[config.mk]
export PLATFORM = sky130hd
export DESIGN_NAME = rx_pkt_scheduler
export DESIGN_NICKNAME = d
export VERILOG_FILES = /design/src/rtl/rx_inband_pkg.sv /design/src/rtl/rr_pick.sv /design/src/rtl/rx_pkt_scheduler.sv
export SDC_FILE = /design/constraint.sdc
export NUM_CORES = 1
export LEC_CHECK = 0
export ABC_AREA = 1
export CAP_MARGIN = 20
export CORE_MARGIN = 2
export CORE_UTILIZATION = 49
export DETAILED_ROUTE_END_ITERATION = 16
export GPL_TIMING_DRIVEN = 1
export MAX_ROUTING_LAYER = met4
export PLACE_DENSITY_LB_ADDON = 0.25
export SLEW_MARGIN = 20
export SYNTH_ARGS = -nofsm -noshare
export SYNTH_HDL_FRONTEND = slang
export SYNTH_HIERARCHICAL = 1
export SYNTH_SLANG_ARGS = --single-unit
[constraint.sdc]
create_clock -name rxclk -period 8.6 [get_ports rxclk]
set_input_delay 2.15 -clock rxclk [delete_from_list [all_inputs] [get_ports rxclk]]
set_output_delay 2.15 -clock rxclk [all_outputs]
set_load 0.05 [all_outputs]
[src/rtl/rx_inband_pkg.sv]
// rtl/rx_inband_pkg.sv - shared encodings and constants for the inband RX path
package rx_inband_pkg;

  typedef enum logic [1:0] {
    ST_IDLE  = 2'd0,
    ST_ARB   = 2'd1,
    ST_START = 2'd2,
    ST_WAIT  = 2'd3
  } rx_state_t;

  localparam logic [6:0] RX_CFG_ADDR      = 7'd80;
  localparam int         RX_PKT_WORDS     = 256;
  localparam int         RX_PAYLOAD_WORDS = 252;

endpackage

[src/rtl/rr_pick.sv]
// rtl/rr_pick.sv - combinational round-robin picker starting after the last winner
module rr_pick #(
  parameter int N  = 3,
  parameter int IW = 4
) (
  input  logic [N-1:0]  elig,
  input  logic [IW-1:0] last,
  output logic          found,
  output logic [IW-1:0] idx
);

  logic [IW:0]  cand;
  logic [N-1:0] elig_sh;

  // Walk last+1 .. last+N modulo N; the first eligible source wins.
  always_comb begin
    found   = 1'b0;
    idx     = '0;
    cand    = '0;
    elig_sh = '0;
    for (int k = 1; k <= N; k++) begin
      cand = {1'b0, last} + (IW+1)'(k);
      if (cand >= (IW+1)'(N)) begin
        cand = cand - (IW+1)'(N);
      end
      // Shift instead of indexing so the candidate width never has to match N.
      elig_sh = elig >> cand;
      if (!found && elig_sh[0]) begin
        found = 1'b1;
        idx   = cand[IW-1:0];
      end
    end
  end

endmodule

[src/rtl/rx_pkt_scheduler.sv]
// rtl/rx_pkt_scheduler.sv - per-packet source arbiter between RX FIFOs and the packet builder
module rx_pkt_scheduler
  import rx_inband_pkg::*;
#(
  parameter int         NUM_CHAN      = 2,
  parameter int         PAYLOAD_WORDS = RX_PAYLOAD_WORDS,
  parameter logic [6:0] CFG_ADDR      = RX_CFG_ADDR,
  parameter int         TIMEOUT       = 1024
) (
  input  logic                      rxclk,
  input  logic                      reset,
  input  logic [10*(NUM_CHAN+1)-1:0] chan_usedw_flat,
  input  logic                      cmd_empty,
  input  logic                      have_space,
  input  logic                      pkt_done,
  input  logic                      clear_status,
  input  logic [6:0]                serial_addr,
  input  logic [31:0]               serial_data,
  input  logic                      serial_strobe,
  output logic [3:0]                rd_select,
  output logic                      pkt_start,
  output logic                      busy,
  output logic                      timeout_err,
  output logic [15:0]               grant_count
);

  localparam int               NSRC    = NUM_CHAN + 1;
  localparam int               WDW     = (TIMEOUT > 1) ? $clog2(TIMEOUT) : 1;
  localparam logic [9:0]       PAY_LVL = 10'(PAYLOAD_WORDS);
  localparam logic [WDW-1:0]   WD_LAST = WDW'(TIMEOUT - 1);
  localparam logic [3:0]       CMD_IDX = 4'(NUM_CHAN);

  rx_state_t       state;
  rx_state_t       state_nxt;
  logic [NSRC-1:0] enable;
  logic            cmd_prio;
  logic [NSRC-1:0] elig;
  logic            any_elig;
  logic [3:0]      last_grant;
  logic [3:0]      rr_idx;
  logic            cmd_wins;
  logic [3:0]      winner;
  logic [WDW-1:0]  wd_cnt;
  logic            wd_expired;

  // The command source's fill level and the spare config bits carry no meaning here.
  logic unused_ok;
  assign unused_ok = ^{serial_data, chan_usedw_flat[10*NSRC-1 -: 10]};

  // Configuration register; a write lands immediately but is only consulted at ARB.
  always_ff @(posedge rxclk) begin
    if (!reset) begin
      enable   <= '1;
      cmd_prio <= 1'b1;
    end else if (serial_strobe && (serial_addr == CFG_ADDR)) begin
      enable   <= serial_data[NSRC-1:0];
      cmd_prio <= serial_data[8];
    end
  end

  for (genvar i = 0; i < NUM_CHAN; i++) begin : g_elig
    assign elig[i] = enable[i] & (chan_usedw_flat[10*i +: 10] >= PAY_LVL) & have_space;
  end
  assign elig[NUM_CHAN] = enable[NUM_CHAN] & ~cmd_empty & have_space;

  rr_pick #(
    .N  (NSRC),
    .IW (4)
  ) u_rr_pick (
    .elig  (elig),
    .last  (last_grant),
    .found (any_elig),
    .idx   (rr_idx)
  );

  // A prioritised command grant bypasses the rotation and leaves last_grant alone.
  assign cmd_wins   = cmd_prio & elig[NUM_CHAN];
  assign winner     = cmd_wins ? CMD_IDX : rr_idx;
  assign wd_expired = (wd_cnt == WD_LAST);

  // State register.
  always_ff @(posedge rxclk) begin
    if (!reset) begin
      state <= ST_IDLE;
    end else begin
      state <= state_nxt;
    end
  end

  // Next-state and per-state outputs.
  always_comb begin
    state_nxt = state;
    pkt_start = 1'b0;
    busy      = 1'b0;
    case (state)
      ST_IDLE: begin
        if (any_elig) begin
          state_nxt = ST_ARB;
        end
      end
      ST_ARB: begin
        state_nxt = any_elig ? ST_START : ST_IDLE;
      end
      ST_START: begin
        pkt_start = 1'b1;
        busy      = 1'b1;
        state_nxt = ST_WAIT;
      end
      ST_WAIT: begin
        busy = 1'b1;
        if (pkt_done || wd_expired) begin
          state_nxt = ST_IDLE;
        end
      end
      default: state_nxt = ST_IDLE;
    endcase
  end

  // Latch the winner at ARB; it then holds for the whole packet.
  always_ff @(posedge rxclk) begin
    if (!reset) begin
      rd_select  <= '0;
      last_grant <= CMD_IDX;
    end else if ((state == ST_ARB) && any_elig) begin
      rd_select <= winner;
      if (!cmd_wins) begin
        last_grant <= rr_idx;
      end
    end
  end

  // Count granted packets; wraps naturally.
  always_ff @(posedge rxclk) begin
    if (!reset) begin
      grant_count <= '0;
    end else if (state == ST_START) begin
      grant_count <= grant_count + 16'd1;
    end
  end

  // Watchdog: cleared at START, counts WAIT cycles and saturates instead of wrapping.
  always_ff @(posedge rxclk) begin
    if (!reset) begin
      wd_cnt <= '0;
    end else if (state == ST_START) begin
      wd_cnt <= '0;
    end else if ((state == ST_WAIT) && (wd_cnt != '1)) begin
      wd_cnt <= wd_cnt + 1'b1;
    end
  end

  // Sticky timeout flag; a new timeout beats a simultaneous clear.
  always_ff @(posedge rxclk) begin
    if (!reset) begin
      timeout_err <= 1'b0;
    end else if ((state == ST_WAIT) && !pkt_done && wd_expired) begin
      timeout_err <= 1'b1;
    end else if (clear_status) begin
      timeout_err <= 1'b0;
    end
  end

endmodule

==> out/metrics.cfg <==
[cts]
cts_root_buf=clkbuf_8
cts_tree=done
clk_pin_slew_worst_paths_ps=80
postCtsSetupBuffers=0
cts.sinks=41
cts_resized=0
insertion_delay_ps=290
numCtsBuffers=5
clockBufferDepth=2
htreeDepth=2
postCtsHoldBufs=0

[worst_setup_path]
critPathLaunch=chan_usedw_flat[15]
worstPathMaxFanout=5
worstPathArrival_ps=4470
cp-end-kind=register
r2r_cells=18
cp_data_required_time_ps=8760
critPathSlowestCell=clkdlybuf4s50_1
reg2reg_slack_ps=5210
crit_path_start_kind=primary input
crit_type=primary input to register
critical_path.cell_chain=clkdlybuf4s50_1, nand4_1, nand3b_1, a21oi_1, inv_1, nand3_1, nand3_1, nand2_1, nand3_2, nand3b_1, inv_1, nor3_2, nand2_2, or2_1, o21ai_1, nand2_1
slowest_delay_ps=460
rr_startpoint=last_grant[0]$_SDFFE_PN0P_
endpoint=last_grant[1]$_SDFFE_PN1P_
worst_r2r_endpoint=last_grant[1]$_SDFFE_PN1P_

[synth]
ys_seq_area_share_pct=29.5
synth_cells=449
synth_ff_type=dfxtp_1
synthesis.area_um2=2780
yosys_warnings=6
synth_edf_count=0
syn_area_per_cell_um2=6.19
synthTopCellsByArea=dfxtp_1 (30%), nand2_1 (19%), inv_1 (8.4%), nand3_1 (8.1%), a21oi_1 (5.6%)
yosys.area.top_type=dfxtp_1
synth-seq-cells=41
synth_cell_types=34
async_flop_share_pct=0
synth_top_area_share_pct=29.5

[final_layout]
drive_gt1_share_pct=7.10
syn_to_final_growth_pct=25.1
nets=591
final_cell_mix=nand2_1 (140), inv_1 (62), clkdlybuf4s50_1 (56), nand3_1 (45), dfxtp_1 (41)
antennaDiodeCount=0
n_fill_cell=524
instances_no_fill=579
final_common_cell=nand2_1

[pwr]
power.switching_uw=475
clock_power_share_pct=12.8
powerDensity_nw_per_um2=272
leakage_uw=0.00154
pwr-share-comb_pct=61.6
seqPwrFrac_pct=25.6
p_sw_share_pct=50.4
p_total_uw=944
vdd_drop_max_mv=0.150
p_int_uw=468

[floorplanning]
die_h_um=79.3
initial_utilization_pct=50.4
core-area_um2=5510
die_x_um=79.3
dieArea_um2=6290
io_pins=99
fp-row-count=27

[global_routing]
grt_antenna_before_repair=0
grt_pass1_vias=2631
grt_overflow=0
grt.total_usage_pct=21.9
grt_max_degree=22
grt_pass1_wl_mm=11.0

[timing]
setup_viol=0
slew_headroom_pct=51.7
post-route-period-util_pct=50.1
final_max_slew_viol_count=0
worst_pin_slew_ps=722
whs_ps=466
hold_viol_final=0
fin_tns_setup_ps=0
rsz0062_at_grt=false
fmax_mhz=232
post-route-min-period_ps=4310
setup_slack_ps=4290
fin_skew_ps=4.32

[worst_hold_path]
hold_path.class=register to register

[placement]
place_ws_ps=3980
place_inst=571
hpwlAfterDp_mm=4.99
numPortBuffers=56
routabilityCongestion=0.864

[drt]
drt-total-wl_mm=6.45
vias=2932
drcViolationCount=0
dr.pass1.iters=5
via_per_inst=5.06
drtIter0Drc=195
ant_nets=0
wl_per_cell_um=11.1

[run_status]
status=finished, final reports clean

[run]
maxCapViolations=0

## power by group through the flow
| stage | clock network, µW | registers [µW] | logic [µW] |
|---|---|---|---|
| final | 121 | 241 | 582 |
| after floorplan | 0 | 264 | 426 |
| after global placement | 0 | 245 | 548 |
| after CTS | 123 | 241 | 575 |
| after detailed placement | 0 | 245 | 571 |
| after global routing | 132 | 246 | 652 |
## cell type report
type / count / area (µm²) / area share (%)
multi-input combinational: 334 / 1670 / 47.9
inverter: 68 / 255 / 7.35
sequential: 41 / 821 / 23.6
clock inverter: 2 / 10.0 / 0.288
clock buffer: 6 / 72.6 / 2.09
timing repair buffer: 56 / 561 / 16.1
tap: 72 / 90.1 / 2.59
## sequential cells by signal, indices dropped and copies added (netlist names), named ones only
signal       flops
wd_cnt          10
state            1
rd_select        4
timeout_err      1
enable           3
grant_count     16
cmd_prio         1
last_grant       4
## kinds of logic after synthesis
kind of cell    after synthesis  share of synthesized area (%)
simple gates                273                           45.7
buf+inv                      75                           10.6
compound gates               44                           8.02
flops                        41                           29.5
fa+ha+maj                     9                           4.05
xor+xnor                      6                           1.89
other cells                   1                          0.135
## metrics by stage
step                util, %  cell area (µm²)
floorplan                 -             2780
global route           63.1             3470
global placement       61.6             3390
detailed placement     61.6             3390
finish                 63.1             3470
CTS                    63.1             3470
## Yosys cell counts (2+ instances only)
master / count
nand4_1: 10
nor2_4: 3
dfxtp_1: 41
nand2_1: 140
o21ai_0: 5
inv_2: 5
clkbuf_1: 3
nor3_4: 2
nand3_1: 45
inv_1: 62
nand2_2: 10
nor2_1: 38
nand3b_1: 6
ha_1: 9
buf_4: 2
a21oi_1: 31
xor2_1: 4
nor2_2: 3
nand3_2: 3
o21ai_1: 7
nor3_1: 6
xnor2_1: 2
## per-layer routing
layer / part of all wire [%] / global-route usage, %
met1: 46 / 26.1
met2: 47 / 36.2
met3: 6.5 / 6.59
met4: 0.81 / 5.86
met5: 0 / -
## critical path: cells and delay by family
family	cells	cell delay, ps
simple gates	11	1320
buf+inv	3	610
compound gates	2	390
## how the worst min path moves through the flow
stage,from,end,slack [ps],cells past startpoint
after global routing,timeout_err$_SDFFE_PN0P_,timeout_err$_SDFFE_PN0P_,490,2
final,timeout_err$_SDFFE_PN0P_,timeout_err$_SDFFE_PN0P_,470,2
after detailed placement,rd_select[0]$_SDFFE_PN0P_,rd_select[0]$_SDFFE_PN0P_,460,2
after floorplan,enable[0]$_SDFFE_PN1P_,enable[0]$_SDFFE_PN1P_,440,2
after CTS,timeout_err$_SDFFE_PN0P_,timeout_err$_SDFFE_PN0P_,470,2
after global placement,rd_select[2]$_SDFFE_PN0P_,rd_select[2]$_SDFFE_PN0P_,450,2
Power figures use the tool's default switching activity.
